$ cat src/rtl/vga_rx_monitor.sv
// Receive-side VGA timing monitor: recovers pixel coordinates, checks line/frame lengths, reports lock.
// Define VGA_RX_COLOR_COUNT_EN to build the per-frame red/green active-pixel census.
module vga_rx_monitor #(
    parameter int H_TOTAL  = 800,
    parameter int H_SYNC   = 96,
    parameter int H_BP     = 48,
    parameter int H_ACTIVE = 640,
    parameter int V_TOTAL  = 525,
    parameter int V_SYNC   = 2,
    parameter int V_BP     = 33,
    parameter int V_ACTIVE = 480
) (
    input  logic        Clk,
    input  logic        reset,
    input  logic        pix_en,
    input  logic        vga_h_sync,
    input  logic        vga_v_sync,
    input  logic        vga_r,
    input  logic        vga_g,
    input  logic        vga_b,
    output logic [9:0]  Rx_X,
    output logic [9:0]  Rx_Y,
    output logic        Rx_Active,
    output logic        Locked,
    output logic        Frame_Done,
    output logic        Err_HLen,
    output logic        Err_VLen,
    output logic [18:0] Red_Cnt,
    output logic [18:0] Grn_Cnt
);

    localparam logic [10:0] H_OFF  = 11'(H_SYNC + H_BP);
    localparam logic [10:0] H_END  = 11'(H_SYNC + H_BP + H_ACTIVE);
    localparam logic [10:0] H_LAST = 11'(H_TOTAL - 1);
    localparam logic [9:0]  V_OFF  = 10'(V_SYNC + V_BP);
    localparam logic [9:0]  V_END  = 10'(V_SYNC + V_BP + V_ACTIVE);
    localparam logic [10:0] V_LEN  = 11'(V_TOTAL);

    typedef enum logic [1:0] {
        ST_SEARCH  = 2'd0,
        ST_MEASURE = 2'd1,
        ST_LOCKED  = 2'd2
    } lock_state_t;

    logic        s_h_r, s_v_r, s_r_r, s_g_r, s_b_r;
    logic        p_h_r, p_v_r;
    logic        hedge_s, vedge_s;
    logic [10:0] hcnt_r;
    logic [9:0]  vcnt_r;
    logic        h_seen_r, v_seen_r, hlen_bad_r;
    logic [10:0] frame_len_s;
    logic        err_h_s, err_v_s, clean_frame_s;
    lock_state_t state_r, state_nxt_s;
    logic [10:0] hx_s;
    logic [9:0]  vy_s;
    logic        in_view_s;
    logic        frame_done_r, err_hlen_r, err_vlen_r;
    logic        rx_active_r;
    logic [9:0]  rx_x_r, rx_y_r;
    logic        unused_bits_s;

    // Sync/colour input sampling; idle-high sync history so reset never fakes an edge
    always_ff @(posedge Clk) begin
        if (reset) begin
            s_h_r <= 1'b1;
            s_v_r <= 1'b1;
            p_h_r <= 1'b1;
            p_v_r <= 1'b1;
            s_r_r <= 1'b0;
            s_g_r <= 1'b0;
            s_b_r <= 1'b0;
        end else if (pix_en) begin
            p_h_r <= s_h_r;
            p_v_r <= s_v_r;
            s_h_r <= vga_h_sync;
            s_v_r <= vga_v_sync;
            s_r_r <= vga_r;
            s_g_r <= vga_g;
            s_b_r <= vga_b;
        end
    end

    assign hedge_s       = p_h_r & ~s_h_r;
    assign vedge_s       = p_v_r & ~s_v_r;
    // A hedge landing on the vedge sample closes the last line of the frame
    assign frame_len_s   = {1'b0, vcnt_r} + {10'd0, hedge_s};
    assign err_h_s       = hedge_s & h_seen_r & (hcnt_r != H_LAST);
    assign err_v_s       = vedge_s & v_seen_r & (frame_len_s != V_LEN);
    assign clean_frame_s = ~hlen_bad_r & ~err_h_s & (frame_len_s == V_LEN);

    // Line/frame position counters and first-edge qualifiers
    always_ff @(posedge Clk) begin
        if (reset) begin
            hcnt_r     <= 11'd0;
            vcnt_r     <= 10'd0;
            h_seen_r   <= 1'b0;
            v_seen_r   <= 1'b0;
            hlen_bad_r <= 1'b0;
        end else if (pix_en) begin
            if (hedge_s) begin
                hcnt_r <= 11'd0;
            end else if (hcnt_r != 11'h7FF) begin
                hcnt_r <= hcnt_r + 11'd1;
            end
            if (vedge_s) begin
                vcnt_r <= 10'd0;
            end else if (hedge_s && (vcnt_r != 10'h3FF)) begin
                vcnt_r <= vcnt_r + 10'd1;
            end
            if (hedge_s) begin
                h_seen_r <= 1'b1;
            end
            if (vedge_s) begin
                v_seen_r   <= 1'b1;
                hlen_bad_r <= 1'b0;
            end else if (err_h_s) begin
                hlen_bad_r <= 1'b1;
            end
        end
    end

    // Single-Clk status pulses, cleared on every non-sample cycle
    always_ff @(posedge Clk) begin
        if (reset) begin
            frame_done_r <= 1'b0;
            err_hlen_r   <= 1'b0;
            err_vlen_r   <= 1'b0;
        end else if (pix_en) begin
            frame_done_r <= vedge_s;
            err_hlen_r   <= err_h_s;
            err_vlen_r   <= err_v_s;
        end else begin
            frame_done_r <= 1'b0;
            err_hlen_r   <= 1'b0;
            err_vlen_r   <= 1'b0;
        end
    end

    // Lock state register
    always_ff @(posedge Clk) begin
        if (reset) begin
            state_r <= ST_SEARCH;
        end else if (pix_en) begin
            state_r <= state_nxt_s;
        end
    end

    // Lock next-state: a fully clean frame promotes MEASURE, any length error demotes LOCKED
    always_comb begin
        state_nxt_s = state_r;
        case (state_r)
            ST_SEARCH: begin
                if (vedge_s) begin
                    state_nxt_s = ST_MEASURE;
                end else begin
                    state_nxt_s = ST_SEARCH;
                end
            end
            ST_MEASURE: begin
                if (vedge_s && clean_frame_s) begin
                    state_nxt_s = ST_LOCKED;
                end else begin
                    state_nxt_s = ST_MEASURE;
                end
            end
            ST_LOCKED: begin
                if (err_h_s || err_v_s) begin
                    state_nxt_s = ST_MEASURE;
                end else begin
                    state_nxt_s = ST_LOCKED;
                end
            end
            default: begin
                state_nxt_s = ST_SEARCH;
            end
        endcase
    end

    assign hx_s      = hcnt_r - H_OFF;
    assign vy_s      = vcnt_r - V_OFF;
    assign in_view_s = (hcnt_r >= H_OFF) && (hcnt_r < H_END) &&
                       (vcnt_r >= V_OFF) && (vcnt_r < V_END);

    // Registered coordinate outputs, forced to zero outside the locked visible area
    always_ff @(posedge Clk) begin
        if (reset) begin
            rx_active_r <= 1'b0;
            rx_x_r      <= 10'd0;
            rx_y_r      <= 10'd0;
        end else if (pix_en) begin
            if ((state_r == ST_LOCKED) && in_view_s) begin
                rx_active_r <= 1'b1;
                rx_x_r      <= hx_s[9:0];
                rx_y_r      <= vy_s;
            end else begin
                rx_active_r <= 1'b0;
                rx_x_r      <= 10'd0;
                rx_y_r      <= 10'd0;
            end
        end
    end

    assign Rx_X       = rx_x_r;
    assign Rx_Y       = rx_y_r;
    assign Rx_Active  = rx_active_r;
    assign Locked     = (state_r == ST_LOCKED);
    assign Frame_Done = frame_done_r;
    assign Err_HLen   = err_hlen_r;
    assign Err_VLen   = err_vlen_r;

`ifdef VGA_RX_COLOR_COUNT_EN
    logic        col_r_d1_r, col_g_d1_r, col_r_d2_r, col_g_d2_r;
    logic [18:0] red_acc_r, grn_acc_r, red_cnt_r, grn_cnt_r;
    logic        frame_clean_r;
    logic        publish_s;

    // Colour delay line aligning each sample with its registered coordinates
    always_ff @(posedge Clk) begin
        if (reset) begin
            col_r_d1_r <= 1'b0;
            col_g_d1_r <= 1'b0;
            col_r_d2_r <= 1'b0;
            col_g_d2_r <= 1'b0;
        end else if (pix_en) begin
            col_r_d1_r <= s_r_r;
            col_g_d1_r <= s_g_r;
            col_r_d2_r <= col_r_d1_r;
            col_g_d2_r <= col_g_d1_r;
        end
    end

    assign publish_s = frame_clean_r & (state_r == ST_LOCKED) & (state_nxt_s == ST_LOCKED);

    // Census accumulators; a frame is published only if lock held from its first to its closing vedge
    always_ff @(posedge Clk) begin
        if (reset) begin
            red_acc_r     <= 19'd0;
            grn_acc_r     <= 19'd0;
            red_cnt_r     <= 19'd0;
            grn_cnt_r     <= 19'd0;
            frame_clean_r <= 1'b0;
        end else if (pix_en) begin
            if (vedge_s) begin
                if (publish_s) begin
                    red_cnt_r <= red_acc_r;
                    grn_cnt_r <= grn_acc_r;
                end
                red_acc_r     <= {18'd0, rx_active_r & col_r_d2_r};
                grn_acc_r     <= {18'd0, rx_active_r & col_g_d2_r};
                frame_clean_r <= (state_nxt_s == ST_LOCKED);
            end else begin
                red_acc_r <= red_acc_r + {18'd0, rx_active_r & col_r_d2_r};
                grn_acc_r <= grn_acc_r + {18'd0, rx_active_r & col_g_d2_r};
                if (state_r != ST_LOCKED) begin
                    frame_clean_r <= 1'b0;
                end
            end
        end
    end

    assign Red_Cnt       = red_cnt_r;
    assign Grn_Cnt       = grn_cnt_r;
    assign unused_bits_s = ^{hx_s[10], s_b_r};
`else
    assign Red_Cnt       = 19'd0;
    assign Grn_Cnt       = 19'd0;
    assign unused_bits_s = ^{hx_s[10], s_b_r, s_r_r, s_g_r};
`endif

endmodule

$ cat config.mk
export PLATFORM = sky130hd
export DESIGN_NAME = vga_rx_monitor
export DESIGN_NICKNAME = d
export VERILOG_FILES = /design/src/rtl/vga_rx_monitor.sv
export SDC_FILE = /design/constraint.sdc
export NUM_CORES = 1
export LEC_CHECK = 0
export ABC_AREA = 1
export ABC_CLOCK_PERIOD_IN_PS = 4500
export BUFFER_PORTS_ARGS = -buffer_cell sky130_fd_sc_hd__buf_2
export CAP_MARGIN = 10
export CORE_MARGIN = 2
export CORE_UTILIZATION = 50
export CTS_CLUSTER_SIZE = 30
export DETAILED_ROUTE_END_ITERATION = 10
export GPL_TIMING_DRIVEN = 0
export PLACE_DENSITY = 0.8
export SETUP_SLACK_MARGIN = 0.05
export SLEW_MARGIN = 20
export SYNTH_ARGS = -nofsm -noshare
export SYNTH_HDL_FRONTEND = slang
export SYNTH_SLANG_ARGS = --single-unit
$ cat constraint.sdc
create_clock -name Clk -period 4.5 [get_ports Clk]
set_clock_uncertainty 0.15 [all_clocks]
set_input_delay 0.9 -clock Clk [delete_from_list [all_inputs] [get_ports Clk]]
set_output_delay 0.9 -clock Clk [all_outputs]
set_load 0.005 [all_outputs]
==> metrics.txt <==
clk root buf clkbuf_8; Hold Buf Count CTS 0; Final Hold Vio Count 0; vias per cell 4.73; worst skew pair latency 310 ps; HP Start h_seen_r$_SDFFE_PP0P_; max cap viols 0; number of cells on the worst hold path 2; Worst-Margin Slew 575 ps; P per Cell Area 245 nW/um^2; R2R Setup Slk 2380 ps; Inst Count DP 568; Antenna diodes 0; Routed Wire Length 6.11 mm; Crit Reg-Reg Endpoint state_r[0]$_SDFFE_PP0P_; Seq cells post-synth 54; final core utilization 59.4%; Tot Pwr 0.855 mW; initial core utilization 51.6%; unrepaired setup endpoints after global routing no; Post-CTS Setup Repair Bufs 0; WL/cell 10.6 um; final setup vio count 0; CP arrival 2150 ps; crit-path most repeated cell nand2_1; hold_ws 314 ps; CTS Sinks 54; setup tns final 0 ps; Crit path largest cell delay 350 ps; GRT Overall Usage 19.1%; Max VDD drop 0.132 mV; Final Cycle Share 47.1%; I/O pins 71; NumNets Final 516; CTS Buf Count 5; fin cells 576; core area 5890 um^2; minimum clock period 2120 ps; Crit. End Element flop; DR vias 2723; Reg clk slew, reported paths 90 ps; I/O Buffers 28; worst path cell trace or2_1 > inv_1 > ha_1 > nand2_1 > nor2_1 > nand2_1 > nor2_1 > nand3_1 > nand2_1 > nand2_1 > nand2_1 > nand3_1 > nand2_1 > a21oi_1; Hold EP h_seen_r$_SDFFE_PP0P_; status completed; Pre-antenna DRT Iters 5; Cell Area, Synth 3030 um^2; worst-path fanout max 5; Syn. warnings 0; post-CTS resize count 0; largest net degree at the start of global routing 17; drt drc 0; GRT overflow 0; Max clock buf depth 2; starting DRC count in detailed routing 158; r2r startpoint s_h_r$_SDFFE_PP1P_; Max Slew Vio Count 0; syn_area_per_cell 7.09 um^2; register area share after synthesis 35.6%; vias in the first global route 2298; post-DP HPWL 4.74 mm; WP data required 4530 ps; Routed Antenna Nets 0; Startpoint Class flop; chip height 81.9 um; Worst Path Class, Setup flop to flop; most common cell after layout, fill and taps aside nand2_1; layout cell share with drive strength beyond 1 21.0%; total leakage power 1.59 nW; CP max-delay cell dfxtp_1; htree depth 2; first-pass GRT wire length 9.99 mm; worst min path class flop to flop; TritonCTS clock tree done; fmax 0.472 GHz; Rel. slew slack 61.7%; fill count 538; initial antenna violation count 0; die area 6710 um^2; Worst R2R Path Depth 14; commonest non-fill, non-tap cells in the layout nand2_1 (100), dfxtp_1 (54), a21oi_1 (41); Unique masters post-synth 35; # rows 28; cells after synthesis 428; Area growth, synth to finish 15.1%; gpl congestion 0.877; die width 81.9 um
routing by layer:
layer | up-vias | global-route usage (%) | share of wire [%]
li1 | 1429 | - | -
met1 | 1182 | 25.5 | 45
met2 | 104 | 30.2 | 46
met3 | 8 | 3.63 | 7.6
met4 | 0 | 7.83 | 1.7
met5 | - | 0 | 0
report_power, final:
part	switching, mW	internal [mW]	leakage [nW]
registers	0.00510	0.484	0.437
logic	0.0540	0.0381	1.11
clock network	0.163	0.110	0.0452
registers in the layout (all words and copies together), names as in the netlist:
signal / flops
s_v_r: 1
p_v_r: 1
Err_VLen: 1
v_seen_r: 1
Err_HLen: 1
vcnt_r: 10
hlen_bad_r: 1
state_r: 2
Rx_Active: 1
Rx_Y: 10
s_h_r: 1
Frame_Done: 1
hcnt_r: 11
h_seen_r: 1
p_h_r: 1
Rx_X: 10
logic make-up after synthesis:
group	synth area share (%)
and+or+nand+nor	27.7
buffers and inverters	17.8
AOI/OAI and AO/OA	12.0
DFF	35.6
xor gates and xnor gates	3.46
adders and majority gates	3.30
other	0.124
final cells by class:
class / count / area (um^2) / share of cell area (%)
multi-input cells: 314 / 1550 / 44.4
flip-flops and latches: 54 / 1080 / 30.9
plain buffers: 52 / 365 / 10.5
inverters: 45 / 174 / 4.98
repair buffers: 28 / 140 / 4.01
well taps: 75 / 93.8 / 2.69
clock buffers: 6 / 72.6 / 2.08
clock inverters: 2 / 13.8 / 0.394
stage by stage:
stage	instance area, um^2	worst slack (ps)
final	3490	2380
after global routing	3490	2170
after CTS	3490	2380
after detailed placement	3410	2130
after global placement	3410	2170
after floorplan	3170	2580
worst max path at each step:
stage	from	to	slack, ps	cells past startpoint
floorplan	pix_en	vcnt_r[6]$_SDFFE_PP0P_	2580	9
global placement	pix_en	Rx_Y[5]$_SDFFE_PP0P_	2170	8
detailed placement	pix_en	Rx_Y[3]$_SDFFE_PP0P_	2130	8
CTS	state_r[1]$_SDFFE_PP0P_	Locked	2380	3
global route	s_h_r$_SDFFE_PP1P_	state_r[0]$_SDFFE_PP0P_	2170	14
finish	s_h_r$_SDFFE_PP1P_	state_r[0]$_SDFFE_PP0P_	2380	14
synthesized netlist by cell type, drive strengths merged:
library cell	instances	area share (%)
nor2	38	5.0
buf	42	10
a21oi	47	8.5
nand3	25	4.1
nor4	1	0.21
clkinv	1	0.29
dfxtp	54	36
ha	8	3.3
inv	44	5.4
or2	2	0.41
nand3b	1	0.25
o31ai	1	0.25
nand4	3	0.62
a211oi	2	0.49
o211ai	1	0.25
clkbuf	10	1.6
xor2	11	3.2
a31oi	1	0.21
nor3	11	2.2
xnor2	1	0.29
o21ai	14	2.3
nand2	109	15
conb	1	0.12
worst max-delay path: cells and delay by family (launching register included):
| family | cells | cell delay, ps |
|---|---|---|
| and+or+nand+nor | 11 | 1020 |
| DFF | 1 | 350 |
| adders and majority gates | 1 | 290 |
| buffers and inverters | 1 | 110 |
| AOI/OAI and AO/OA | 1 | 60 |
Power figures use the tool's default switching activity.
